===== src/rtl/read_logic_fwft_if.sv =====
`default_nettype none
// ============================================================================
//  Module      : read_logic_fwft_if
//  Description : Read-side bundle of the async FIFO. It carries the consumer
//                handshake, the memory read port and the cross-domain pointers.
//  Revision    : 1.0 - initial release
// ============================================================================
interface read_logic_fwft_if #(
    parameter int WIDTH     = 32,
    parameter int ADR_WIDTH = 3
);
    logic                   rd_en;
    logic [ADR_WIDTH:0]     wr_ptr_gray;
    logic [WIDTH-1:0]       mem_rdata;
    logic                   read;
    logic [ADR_WIDTH:0]     read_adr;
    logic [ADR_WIDTH:0]     rd_ptr_gray;
    logic                   FIFO_empty;
    logic [WIDTH-1:0]       dout;
    logic                   dout_valid;
    logic [ADR_WIDTH:0]     level;
    logic                   underflow;

    // The read controller side
    modport master (
        input  rd_en, wr_ptr_gray, mem_rdata,
        output read, read_adr, rd_ptr_gray, FIFO_empty, dout, dout_valid,
               level, underflow
    );

    // Consumer, memory and write-domain side
    modport slave (
        output rd_en, wr_ptr_gray, mem_rdata,
        input  read, read_adr, rd_ptr_gray, FIFO_empty, dout, dout_valid,
               level, underflow
    );
endinterface
`default_nettype wire


===== src/rtl/read_logic_fwft.sv =====
`default_nettype none
// ============================================================================
//  Module      : read_logic_fwft
//  Description : Read-domain controller of an async FIFO. It presents data
//                first-word-fall-through from an output register.
//  Revision    : 1.0 - initial release
// ============================================================================
module read_logic_fwft #(
    parameter int WIDTH     = 32,
    parameter int DEPTH     = 8,
    parameter int ADR_WIDTH = $clog2(DEPTH)
) (
    input  wire logic              clk_r,
    input  wire logic              reset,
    read_logic_fwft_if.master      bus
);
    localparam int                 c_PTR_W   = ADR_WIDTH + 1;
    localparam logic [c_PTR_W-1:0] c_PTR_ONE = c_PTR_W'(1);

    logic [c_PTR_W-1:0] r_wq1;
    logic [c_PTR_W-1:0] r_wq2;
    logic [c_PTR_W-1:0] r_read_adr;
    logic [c_PTR_W-1:0] r_rd_ptr_gray;
    logic [WIDTH-1:0]   r_dout;
    logic               r_dout_valid;
    logic               r_underflow;

    logic [c_PTR_W-1:0] w_wr_bin;
    logic [c_PTR_W-1:0] w_read_adr_nxt;
    logic [c_PTR_W-1:0] w_level;
    logic               w_empty;
    logic               w_pop;
    logic               w_read;

    function automatic logic [c_PTR_W-1:0] gray2bin(input logic [c_PTR_W-1:0] g);
        logic [c_PTR_W-1:0] b;
        b[c_PTR_W-1] = g[c_PTR_W-1];
        for (int i = c_PTR_W - 2; i >= 0; i--) begin
            b[i] = b[i+1] ^ g[i];
        end
        return b;
    endfunction

    function automatic logic [c_PTR_W-1:0] bin2gray(input logic [c_PTR_W-1:0] b);
        return b ^ (b >> 1);
    endfunction

    // Empty and level are derived only from the synchronised write pointer.
    // They can lag a write by the synchroniser delay, but they never run ahead of it.
    always_comb begin
        w_wr_bin       = gray2bin(r_wq2);
        w_empty        = (r_rd_ptr_gray == r_wq2);
        w_level        = w_wr_bin - r_read_adr;
        w_pop          = bus.rd_en && r_dout_valid;
        w_read         = !w_empty && (!r_dout_valid || w_pop);
        w_read_adr_nxt = r_read_adr + c_PTR_ONE;
    end

    always_ff @(posedge clk_r or negedge reset) begin
        if (!reset) begin
            r_wq1 <= '0;
            r_wq2 <= '0;
        end else begin
            r_wq1 <= bus.wr_ptr_gray;
            r_wq2 <= r_wq1;
        end
    end

    // A refill on the same edge as a pop keeps dout_valid high.
    // This sustains one word per cycle.
    always_ff @(posedge clk_r or negedge reset) begin
        if (!reset) begin
            r_read_adr    <= '0;
            r_rd_ptr_gray <= '0;
            r_dout        <= '0;
            r_dout_valid  <= 1'b0;
            r_underflow   <= 1'b0;
        end else begin
            r_underflow <= bus.rd_en && !r_dout_valid;
            if (w_read) begin
                r_dout        <= bus.mem_rdata;
                r_dout_valid  <= 1'b1;
                r_read_adr    <= w_read_adr_nxt;
                r_rd_ptr_gray <= bin2gray(w_read_adr_nxt);
            end else if (w_pop) begin
                r_dout_valid  <= 1'b0;
            end
        end
    end

    assign bus.read        = w_read;
    assign bus.read_adr    = r_read_adr;
    assign bus.rd_ptr_gray = r_rd_ptr_gray;
    assign bus.FIFO_empty  = w_empty;
    assign bus.dout        = r_dout;
    assign bus.dout_valid  = r_dout_valid;
    assign bus.level       = w_level;
    assign bus.underflow   = r_underflow;
endmodule
`default_nettype wire


===== src/flat_wrapper.sv =====
// flat-port wrapper written by rule: the top's interface ports become plain ports
module read_logic_fwft_flat 
#(
    parameter int WIDTH     = 32,
    parameter int DEPTH     = 8,
    parameter int ADR_WIDTH = $clog2(DEPTH)
)
  (clk_r, reset, bus_rd_en, bus_wr_ptr_gray, bus_mem_rdata, bus_read, bus_read_adr, bus_rd_ptr_gray, bus_FIFO_empty, bus_dout, bus_dout_valid, bus_level, bus_underflow);
  read_logic_fwft_if #(.WIDTH(WIDTH), .ADR_WIDTH(ADR_WIDTH)) bus_i ();
  input  wire logic clk_r;
  input  wire logic reset;
  input wire logic [$bits(bus_i.rd_en)-1:0] bus_rd_en;
  input wire logic [$bits(bus_i.wr_ptr_gray)-1:0] bus_wr_ptr_gray;
  input wire logic [$bits(bus_i.mem_rdata)-1:0] bus_mem_rdata;
  output wire logic [$bits(bus_i.read)-1:0] bus_read;
  output wire logic [$bits(bus_i.read_adr)-1:0] bus_read_adr;
  output wire logic [$bits(bus_i.rd_ptr_gray)-1:0] bus_rd_ptr_gray;
  output wire logic [$bits(bus_i.FIFO_empty)-1:0] bus_FIFO_empty;
  output wire logic [$bits(bus_i.dout)-1:0] bus_dout;
  output wire logic [$bits(bus_i.dout_valid)-1:0] bus_dout_valid;
  output wire logic [$bits(bus_i.level)-1:0] bus_level;
  output wire logic [$bits(bus_i.underflow)-1:0] bus_underflow;
  assign bus_i.rd_en = bus_rd_en;
  assign bus_i.wr_ptr_gray = bus_wr_ptr_gray;
  assign bus_i.mem_rdata = bus_mem_rdata;
  assign bus_read = bus_i.read;
  assign bus_read_adr = bus_i.read_adr;
  assign bus_rd_ptr_gray = bus_i.rd_ptr_gray;
  assign bus_FIFO_empty = bus_i.FIFO_empty;
  assign bus_dout = bus_i.dout;
  assign bus_dout_valid = bus_i.dout_valid;
  assign bus_level = bus_i.level;
  assign bus_underflow = bus_i.underflow;
  read_logic_fwft #(.WIDTH(WIDTH), .DEPTH(DEPTH), .ADR_WIDTH(ADR_WIDTH)) u_core (.clk_r(clk_r), .reset(reset), .bus(bus_i));
endmodule

===== config.mk =====
export PLATFORM = sky130hd
export DESIGN_NAME = read_logic_fwft_flat
export DESIGN_NICKNAME = d
export VERILOG_FILES = /design/src/rtl/read_logic_fwft_if.sv /design/src/rtl/read_logic_fwft.sv /design/src/flat_wrapper.sv
export SDC_FILE = /design/constraint.sdc
export NUM_CORES = 1
export LEC_CHECK = 0
export BUFFER_PORTS_ARGS = -buffer_cell sky130_fd_sc_hd__buf_4
export CORE_ASPECT_RATIO = 1.1
export CORE_MARGIN = 1.5
export CORE_UTILIZATION = 47
export DETAILED_ROUTE_END_ITERATION = 8
export GPL_ROUTABILITY_DRIVEN = 0
export PLACE_DENSITY_LB_ADDON = 0.2
export SLEW_MARGIN = 20
export SYNTH_ARGS = -nofsm -noshare
export SYNTH_HDL_FRONTEND = slang
export SYNTH_SLANG_ARGS = --single-unit

===== constraint.sdc =====
create_clock -name clk_r -period 2.5 [get_ports clk_r]
set_input_delay 0.5 -clock clk_r [delete_from_list [all_inputs] [get_ports clk_r]]
set_output_delay 0.5 -clock clk_r [all_outputs]
set_load 0.02 [all_outputs]

# After elaboration in Yosys (flattened, before gate mapping)
# Index checks and enable logic that the tools add are counted.
[totals] register_bits=50 latch_bits=0 ram_bits=0 romBits=0 input_bits=39 wordCells=23 mem_count=0
[op_classes] addsub=2 n_mul=0 div_mod_pow=0 n_lt_le_gt_ge=0 n_eq_ne=1 shifts=0 muxes=2 n_bitwise=4 n_reduce_logical=7
[ops] op="adder 4 x 1 -> 4 bit (second input constant)" n=1
[ops] op="== test 4 bit" n=1
[ops] op="subtractor 4 bit" n=1
[ops] op="bitwise XOR 4 x 3 -> 4 bit" n=1
[ops] op="logical AND 1 bit" n=3
[ops] op="bitwise XOR 1 bit" n=3
[ops] op="zero test 1 bit" n=2
[ops] op="two-way mux 1 bit" n=2
[ops] op="nonzero test 2 bit" n=1
[ops] op="logical OR 1 bit" n=1

# Depth between registers and ports, before layout
# Gate-level depths: netlist of the first run.
[depth] ltp_word=4 ltp_mapped=8 depth_no_buf=8

# Worst setup path after synthesis of the first run
# No wires, ideal clock.
[synth_timing] path_kind="flip-flop to output port" from="reg u_core.r_wq2[3]" to="out bus_level[2]" arrival_ns=1.955 required_time_ns=2.000 setup_slack_ns=0.045 path_stages_with_launch=7 n_path_buf=0 path_cell_list="dfrtp_1 -> xor2_1 -> xnor2_1 -> xor2_1 -> ha_1 -> fa_1 -> xnor2_1"
[synth_via] elab_chain_cells=4
[synth_rtl] item="from (decl)" line="read_logic_fwft.sv:21" rtl="logic [c_PTR_W-1:0] r_wq2;"
[synth_rtl] item="from (signal assigned)" line="read_logic_fwft.sv:65" rtl="r_wq2 <= r_wq1;"
[synth_rtl] item="bitwise XOR 1 bit *" line="read_logic_fwft.sv:39" rtl="b[i] = b[i+1] ^ g[i];"
[synth_rtl] item="bitwise XOR 1 bit (2 in series)" line="read_logic_fwft.sv:39"
[synth_rtl] item="subtractor 4 bit *" line="read_logic_fwft.sv:53" rtl="w_level = w_wr_bin - r_read_adr;"
[synth_rtl] item="to (decl)" line="flat_wrapper.sv:21" rtl="output wire logic [$bits(bus_i.level)-1:0] bus_level;"
# Mark *: on every way between the ends. The rest lies on a longest branch, timed or not.

# Worst setup path in the final report of the first run
[layout_timing] from="reg u_core.r_wq2[3]" to="out bus_level[3]"
[layout_via] elab_chain_cells=4
[layout_rtl] item="bitwise XOR 1 bit (3 in series)" line="read_logic_fwft.sv:39"
[layout_rtl] item="subtractor 4 bit *" line="read_logic_fwft.sv:53"
# Marks and branches as above.

==> results of run 1 <==
-- timing repair --
| item | CTS | global route |
|---|---|---|
| pin swaps | 6 | 3 |
| setup buffers | 3 | 0 |
| gates resized for setup | 8 | 0 |
| setup endpoints to repair | 3 | 3 |
-- flip-flops by register name, indices dropped and copies added, names as in the netlist --
name / cells
u_core.bus.read_adr: 3
u_core.bus.rd_ptr_gray: 4
u_core.bus.dout: 32
u_core.bus.dout_valid: 1
u_core.bus.underflow: 1
u_core.r_wq1: 4
u_core.r_wq2: 4
-- Yosys cell counts (all sizes together) --
library cell	n
nand2	5
mux2	35
o41a	1
nor4	1
inv	6
o21ai	1
buf	5
a21o	1
ha	4
a21oi	1
nor2b	1
dfrtp	49
xnor2	8
nand2b	1
nand4	1
fa	1
xor2	9
-- area by class of cell --
type                    count  area [sq um]  share of cell area (%)
flip-flops and latches     49          1230                    41.7
clock inverters             1          7.51                   0.255
well taps                  54          67.6                    2.30
inverters                   6          22.5                   0.766
repair buffers             92           694                    23.6
multi-input cells          70           847                    28.8
clock buffers               7          76.3                    2.59
-- final timing paths --
kind / slack, ns / start / endpoint
min: 0.20 / reset / u_core.bus.rd_ptr_gray[3]
max: -0.19 / u_core.r_wq2[3] / bus_level[3]
max reg2reg: 0.47 / u_core.r_wq2[3] / u_core.bus.dout[6]
min in group clk_r: 0.31 / bus_wr_ptr_gray[1] / u_core.r_wq1[1]
max in group asynchronous: 1.90 / reset / u_core.r_wq2[3]
min reg2reg: 0.35 / u_core.r_wq1[2] / u_core.r_wq2[2]
-- power breakdown --
part	internal (uW)	total, uW	switching, uW	leakage [uW]
logic	971	1860	890	0.000885
clock network	198	439	241	0.0000385
registers	1020	1230	205	0.000572
-- layer usage --
layer | global-route usage [%] | share of wire [%]
met1 | 22.4 | 39
met2 | 30.9 | 52
met3 | 5.36 | 6.6
met4 | 8.16 | 2.5
met5 | 0 | 0
-- cells by family (layout without fill, tap and decap cells) --
family          after synthesis  in the layout  share of synthesized area, %
buf+inv                      11            106                          3.53
xor+xnor                     17             17                          7.01
mux                          35             35                          24.6
compound gates                4              4                          1.83
simple gates                  9              9                          2.06
fa+ha+maj                     5              5                          3.30
flops                        49             49                          57.7
-- metrics by stage --
| stage | std cells | total power (uW) | worst slack [ns] | cell area [sq um] | util (%) |
|---|---|---|---|---|---|
| after detailed placement | 268 | 3070 | 0.0312 | 2810 | 65.0 |
| final | 279 | 3530 | -0.185 | 2940 | 68.1 |
| after floorplan | 130 | 2390 | 0.0450 | 2120 | - |
| after CTS | 279 | 3560 | -0.191 | 2940 | 68.1 |
| after global routing | 279 | 3740 | -0.295 | 2940 | 68.1 |
| after global placement | 268 | 3010 | 0.151 | 2810 | 65.0 |
==> key figures, run 1 <==
Status
  – Status: finished, violations left
  – Failing checks: negative setup slack

STA
  – RSZ-0062 raised after global routing: yes
  – Achievable frequency: 372 MHz
  – Post-route setup slack: -0.185 ns
  – Fin crit period: 2.69 ns
  – Worst relative slew slack: 61.0%
  – Actual slew at the worst max-slew pin: 0.586 ns
  – Setup Viol. Count Final: 3
  – Hold Fails Final Rpt: 0
  – Final Cycle Share: 107%
  – Clock Skew: 0.00454 ns
  – Final hold slack: 0.203 ns
  – Sum Neg Setup Slack: -0.427 ns
  – Final Slew Violations: 0

Detailed routing
  – Total vias in the final route: 1338
  – Antenna-violating nets left: 0
  – Remaining DRCs: 0
  – WL per Instance: 15.1 microns
  – Initial DRC count: 39
  – Final wirelength: 4200 microns
  – Via density: 4.80
  – Initial DRT Pass Iterations: 4

GRT
  – Number of global-route vias before repair: 1420
  – Largest net degree at the start of global routing: 50
  – First-pass GRT wire length: 6730 microns
  – GR Overflow Total: 0
  – Overall Global Routing Usage: 18.6%
  – Initial antenna violation count: 0

Setup path
  – Buf+Inv Stages, Crit Path: 2
  – Worst EP required: 2.00 ns
  – Most frequent CP cell: xor2_1
  – Worst Setup Start Kind: register
  – CP max stage cell: dfrtp_1
  – Worst stage delay on the critical path: 0.42 ns
  – Worst Path Arrival: 2.19 ns
  – WS Path Type: register to output pin
  – Crit path max-delay family: XOR/XNOR gates
  – Critical path depth in cells: 9
  – Worst-path cell chain: xor2_2 -> xnor2_2 -> xor2_1 -> ha_2 -> inv_2 -> a21o_1 -> a21oi_2 -> xor2_1 -> buf_4
  – Crit. End Element: output pin
  – Crit-path max FO: 3
  – Worst r2r path cells: 5

Clock tree
  – CTS sink cnt: 49
  – TritonCTS clock tree: built
  – Total clock buffers created by CTS: 5
  – Clock Latency Late Sink: 0.29 ns
  – # H-tree levels: 2
  – Clock slew at reported path FFs: 0.08 ns
  – CTS hold repair buffers: 0
  – Clk root buf: clkbuf_8
  – Clk buf depth: 2

Floorplan
  – Site Rows: 25
  – Die Area: 4930 sq um
  – I/O Pins: 87
  – Initial Utilization: 49.2%
  – Die W: 67.1 microns
  – Die Ht: 73.5 microns
  – Core region area: 4320 sq um

Layout
  – Layout Nets: 268
  – Most frequent cells in the layout: buf_4 (91), dfrtp_1 (49), mux2_4 (34)
  – Number of antenna repair diodes: 0
  – Area delta synth->final: 38.5%
  – Commonest non-fill, non-tap cell in the layout: buf_4
  – Layout fillers: 318
  – Fraction of layout cells with a size suffix above 1: 62.7%

Synth
  – FF+latch count, synth: 49
  – Cells after Synth: 130
  – Synth top area share: 57.7%
  – Seq/Total Area, Yosys: 57.7%
  – Synthesized area: 2120 sq um
  – Synth cell types: 19
  – Area contributors post-synth: dfrtp_1 (58%), mux2_4 (24%), xor2_1 (3.7%), xnor2_1 (3.3%), ha_1 (2.4%)
  – Yosys warnings: 0
  – Syn Nets: 174
  – Largest area contributor in the netlist: dfrtp_1
  – Post-Syn Area per Cell: 16.3 sq um

Power
  – Leakage: 0.00149 uW
  – Pwr/cell area: 1200 nW/um^2
  – Worst vdd ir: 0.629 mV

Job
  – Max Cap Viol: 0

Placed design
  – Final HPWL DP: 3170 microns
  – Buffers added on ports: 86

Worst hold path
  – Worst Hold Class: input pin to async pin
No activity file was read; power rests on OpenSTA's default activity.
==> run 2, diff against run 1 <==
--- a/config.mk
+++ b/config.mk
@@ -5,6 +5,7 @@
 export SDC_FILE = /design/constraint.sdc
 export NUM_CORES = 1
 export LEC_CHECK = 0
+export ABC_CLOCK_PERIOD_IN_PS = 3040
 export BUFFER_PORTS_ARGS = -buffer_cell sky130_fd_sc_hd__buf_4
 export CORE_ASPECT_RATIO = 1.1
 export CORE_MARGIN = 1.5
@@ -12,6 +13,7 @@
 export DETAILED_ROUTE_END_ITERATION = 8
 export GPL_ROUTABILITY_DRIVEN = 0
 export PLACE_DENSITY_LB_ADDON = 0.2
+export SETUP_SLACK_MARGIN = 0.5
 export SLEW_MARGIN = 20
 export SYNTH_ARGS = -nofsm -noshare
 export SYNTH_HDL_FRONTEND = slang
==> constraint.sdc (replaced) <==
create_clock -name clk_r -period 3.04 [get_ports clk_r]
set_input_delay 0.608 -clock clk_r [delete_from_list [all_inputs] [get_ports clk_r]]
set_output_delay 0.608 -clock clk_r [all_outputs]
set_load 0.02 [all_outputs]
==> key figures, run 2 (same netlist as run 1, synthesis figures left out) <==
Clock tree
  – TritonCTS clock tree: built
  – Clock Latency Late Sink: 0.30 ns
  – # H-tree levels: 2
  – CTS sink cnt: 49
  – Clk root buf: clkbuf_8
  – Clock slew at reported path FFs: 0.08 ns
  – Clk buf depth: 2
  – Total clock buffers created by CTS: 5

Setup path
  – Crit. End Element: output pin
  – Worst r2r path cells: 5
  – Worst stage delay on the critical path: 0.41 ns
  – WS Path Type: register to output pin
  – Worst Setup Start Kind: register
  – Most frequent CP cell: xor2_2
  – Crit-path max FO: 3
  – Worst EP required: 2.43 ns
  – Buf+Inv Stages, Crit Path: 2
  – Worst Path Arrival: 2.21 ns
  – R2r startpoint: u_core.r_wq2[3]
  – Worst-path cell chain: xor2_2 -> xnor2_2 -> xor2_1 -> ha_2 -> inv_2 -> a21o_1 -> a21oi_2 -> xor2_2 -> buf_6
  – Critical path depth in cells: 9
  – Reg-to-Reg End: u_core.bus.dout[8]
  – Flop2flop setup slack: 0.79 ns
  – Crit path max-delay family: XOR/XNOR gates
  – CP max stage cell: dfrtp_1

Floorplan
  – Die W: 67.1 microns
  – Die Area: 4930 sq um
  – Die Ht: 73.5 microns
  – I/O Pins: 87
  – Site Rows: 25
  – Core region area: 4320 sq um
  – Initial Utilization: 49.2%

Layout
  – Area delta synth->final: 39.9%
  – Fraction of layout cells with a size suffix above 1: 63.7%
  – Layout fillers: 334
  – Number of flip-flops under the largest register name: 32
  – Commonest non-fill, non-tap cell in the layout: buf_4
  – Number of antenna repair diodes: 0
  – Most frequent cells in the layout: buf_4 (91), dfrtp_1 (49), mux2_4 (34)
  – Fin util: 68.8%
  – Layout Nets: 269

Detailed routing
  – Via density: 4.75
  – WL per Instance: 14.6 microns
  – Final wirelength: 4100 microns
  – Total vias in the final route: 1330
  – Initial DRC count: 48
  – Antenna-violating nets left: 0
  – Initial DRT Pass Iterations: 4
  – Remaining DRCs: 0

Power
  – Leakage: 0.00152 uW
  – Pwr/cell area: 988 nW/um^2
  – Worst vdd ir: 0.432 mV

STA
  – Setup Viol. Count Final: 0
  – Achievable frequency: 355 MHz
  – Clock Skew: 0.00441 ns
  – RSZ-0062 raised after global routing: yes
  – Worst relative slew slack: 60.9%
  – Actual slew at the worst max-slew pin: 0.587 ns
  – Hold Fails Final Rpt: 0
  – Sum Neg Setup Slack: 0 ns
  – Final Cycle Share: 92.7%
  – Final Slew Violations: 0
  – Fin crit period: 2.82 ns

Status
  – Status: complete, no violations

GRT
  – Overall Global Routing Usage: 17.4%
  – First-pass GRT wire length: 6350 microns
  – Initial antenna violation count: 0
  – Largest net degree at the start of global routing: 50
  – Number of global-route vias before repair: 1355
  – GR Overflow Total: 0

Job
  – Max Cap Viol: 0

Placed design
  – Buffers added on ports: 86
  – Final HPWL DP: 2970 microns

Worst hold path
  – Worst Hold Class: input pin to async pin
## run 2: worst max-delay path by stage
stage | end | from
global route | bus_level[3] | u_core.r_wq2[2]
detailed placement | bus_level[3] | u_core.r_wq2[3]
finish | bus_level[3] | u_core.r_wq2[3]
global placement | bus_level[3] | u_core.r_wq2[3]
floorplan | bus_level[3] | u_core.r_wq2[3]
CTS | bus_level[3] | u_core.r_wq2[2]
## run 2: report_power, final
part	internal [uW]	switching (uW)	leakage [uW]
clock network	163	213	0.0000445
registers	841	170	0.000572
logic	816	732	0.000900
## run 2: stage by stage
step	instances	total power, uW	setup slack [ns]	hold WS, ns	instance area, sq um
2_1_floorplan	130	1990	0.536	0.312	2140
3_3_place_gp	266	2490	0.480	0.335	2810
6_report	280	2940	0.222	0.303	2970
4_1_cts	278	2950	0.223	0.320	2950
5_1_grt	280	3100	0.117	0.347	2970
3_5_place_dp	266	2530	0.380	0.343	2810
## run 2: area by class of cell
class                           instances  area, sq um  area share, %
Clock buffer                            5         68.8           2.32
Clock inverter                          3         21.3          0.716
Inverter                                6         22.5          0.758
Multi-Input combinational cell         70          860           28.9
Sequential cell                        49         1230           41.3
Tap cell                               54         67.6           2.27
Timing Repair Buffer                   93          706           23.7
## run 2: routing by layer
| layer | track usage (%) | wire, microns | up-vias |
|---|---|---|---|
| li1 | - | - | 617 |
| met1 | 21.9 | 1630 | 653 |
| met2 | 28.5 | 2110 | 54 |
| met3 | 5.36 | 296 | 6 |
| met4 | 5.67 | 51 | 0 |
| met5 | 0 | 0 | - |
## run 2: repair_timing
item	CTS	global route
resized for setup	6	1
hold buffers	0	0
pin swaps	5	5
setup endpoints to repair	3	4
buffers inserted	4	2
==> run 3, diff against run 2 <==
--- a/config.mk
+++ b/config.mk
@@ -7,7 +7,7 @@
 export LEC_CHECK = 0
 export ABC_CLOCK_PERIOD_IN_PS = 3040
 export BUFFER_PORTS_ARGS = -buffer_cell sky130_fd_sc_hd__buf_4
-export CORE_ASPECT_RATIO = 1.1
+export CORE_ASPECT_RATIO = 1.75
 export CORE_MARGIN = 1.5
 export CORE_UTILIZATION = 47
 export DETAILED_ROUTE_END_ITERATION = 8
==> key figures, run 3 (same netlist as run 1, synthesis figures left out) <==
Setup path
  – Worst Path Arrival: 2.20 ns
  – WS Path Type: register to output pin
  – Buf+Inv Stages, Crit Path: 2
  – Crit-path max FO: 3
  – CP max stage cell: dfrtp_1
  – Most frequent CP cell: xor2_2
  – Worst stage delay on the critical path: 0.42 ns
  – Worst Setup Start Kind: register
  – Worst EP required: 2.43 ns
  – Crit path max-delay family: XOR/XNOR gates
  – Worst-path cell chain: xor2_2 -> xnor2_2 -> xor2_1 -> ha_2 -> inv_1 -> a21o_1 -> a21oi_2 -> xor2_2 -> buf_4
  – Crit. End Element: output pin

Clock tree
  – # H-tree levels: 2
  – Total clock buffers created by CTS: 5
  – Clock Latency Late Sink: 0.29 ns
  – TritonCTS clock tree: built
  – CTS hold repair buffers: 0
  – Clk root buf: clkbuf_8
  – CTS sink cnt: 49
  – Clk buf depth: 2
  – Clock slew at reported path FFs: 0.08 ns

GRT
  – GRT met2 Usage: 32.4%
  – GR Layer Usage met3: 3.91%
  – Initial antenna violation count: 0
  – Largest net degree at the start of global routing: 50
  – Overall Global Routing Usage: 19.2%
  – Gr busiest metal: met2
  – Number of global-route vias before repair: 1447
  – GR Overflow Total: 0
  – First-pass GRT wire length: 6910 microns
  – GRT met1 Usage: 22.7%

Placed design
  – Buffers added on ports: 86
  – Post-Place Cells: 263
  – Dpl ws: 0.379 ns
  – Final HPWL DP: 3060 microns

Layout
  – Fraction of layout cells with a size suffix above 1: 64.2%
  – Number of flip-flops under the largest register name: 32
  – Area delta synth->final: 41.5%
  – Commonest non-fill, non-tap cell in the layout: buf_4
  – Post-Layout Cell Count: 277
  – Area of the multi-input gates: 882 sq um
  – Sequential cell area: 1230 sq um
  – Layout Nets: 269
  – Layout fillers: 319
  – Most frequent cells in the layout: buf_4 (91), dfrtp_1 (49), mux2_4 (34)
  – Number of antenna repair diodes: 0

Status
  – Status: complete, no violations

Power
  – Leakage: 0.00153 uW
  – Worst vdd ir: 0.730 mV
  – Pwr/cell area: 1010 nW/um^2
  – Pwr Total: 3050 uW

Detailed routing
  – Antenna-violating nets left: 0
  – Via density: 4.91
  – WL per Instance: 16.1 microns
  – Initial DRC count: 18
  – Remaining DRCs: 0
  – Total vias in the final route: 1361
  – Final wirelength: 4470 microns
  – Initial DRT Pass Iterations: 4

Floorplan
  – Core region area: 4360 sq um
  – Site Rows: 32
  – Initial Utilization: 48.7%
  – Die W: 53.8 microns
  – I/O Pins: 87
  – Die Area: 4950 sq um
  – Die Ht: 91.9 microns

STA
  – Final Slew Violations: 0
  – Setup Viol. Count Final: 0
  – Worst relative slew slack: 59.3%
  – Actual slew at the worst max-slew pin: 0.611 ns
  – RSZ-0062 raised after global routing: yes
  – Achievable frequency: 356 MHz
  – Clock Skew: 0.00383 ns
  – Fin crit period: 2.81 ns
  – Sum Neg Setup Slack: 0 ns
  – Post-route setup slack: 0.234 ns
  – Hold Fails Final Rpt: 0
  – Final Cycle Share: 92.3%

Job
  – Max Cap Viol: 0

Worst hold path
  – Worst Hold Class: input pin to async pin
## run 3: stage by stage
stage	hold WS (ns)	util (%)	instance area, sq um
finish	0.330	68.9	3010
global placement	0.335	64.2	2800
detailed placement	0.339	64.2	2800
CTS	0.344	68.1	2970
floorplan	0.312	-	2140
global route	0.368	68.9	3010
## run 3: final timing paths
| path | start | endpoint | slack [ns] | depth (start not counted) |
|---|---|---|---|---|
| min in group clk_r | u_core.r_wq1[1] | u_core.r_wq2[1] | 0.36 | 0 |
| hold / removal | reset | u_core.r_wq2[3] | 0.33 | 1 |
| setup / recovery | u_core.r_wq2[3] | bus_level[3] | 0.23 | 9 |
| max in group asynchronous | reset | u_core.bus.dout[28] | 2.30 | 1 |
| hold reg to reg | u_core.r_wq1[1] | u_core.r_wq2[1] | 0.36 | 0 |
| setup reg to reg | u_core.r_wq2[2] | u_core.bus.dout[4] | 0.85 | 6 |
## run 3: report_power, final
group | switching, uW | internal (uW)
combinational | 756 | 817
sequential | 169 | 841
clock | 197 | 268
## run 3: layer usage
metal / up-vias / part of all wire, % / wire [microns]
met3: 8 / 4.7 / 211
met5: - / 0 / 0
met1: 679 / 37 / 1660
met4: 0 / 2.1 / 93
met2: 52 / 56 / 2500
li1: 622 / - / -
## run 3: final cells by class
| class | instances | area share (%) |
|---|---|---|
| clock inverter | 1 | 0.999 |
| clock buffer | 7 | 2.87 |
| inverter | 6 | 0.749 |
| timing repair buffer | 92 | 23.1 |
| multi-input combinational | 71 | 29.4 |
| sequential | 49 | 40.8 |
| tap | 51 | 2.12 |
## run 3: repair_timing
action / 4_1_cts / 5_1_grt
pin swaps: 6 / 5
resized for setup: 7 / 1
setup buffers: 3 / 2
cloned: 0 / 1
setup endpoints to repair: 4 / 4
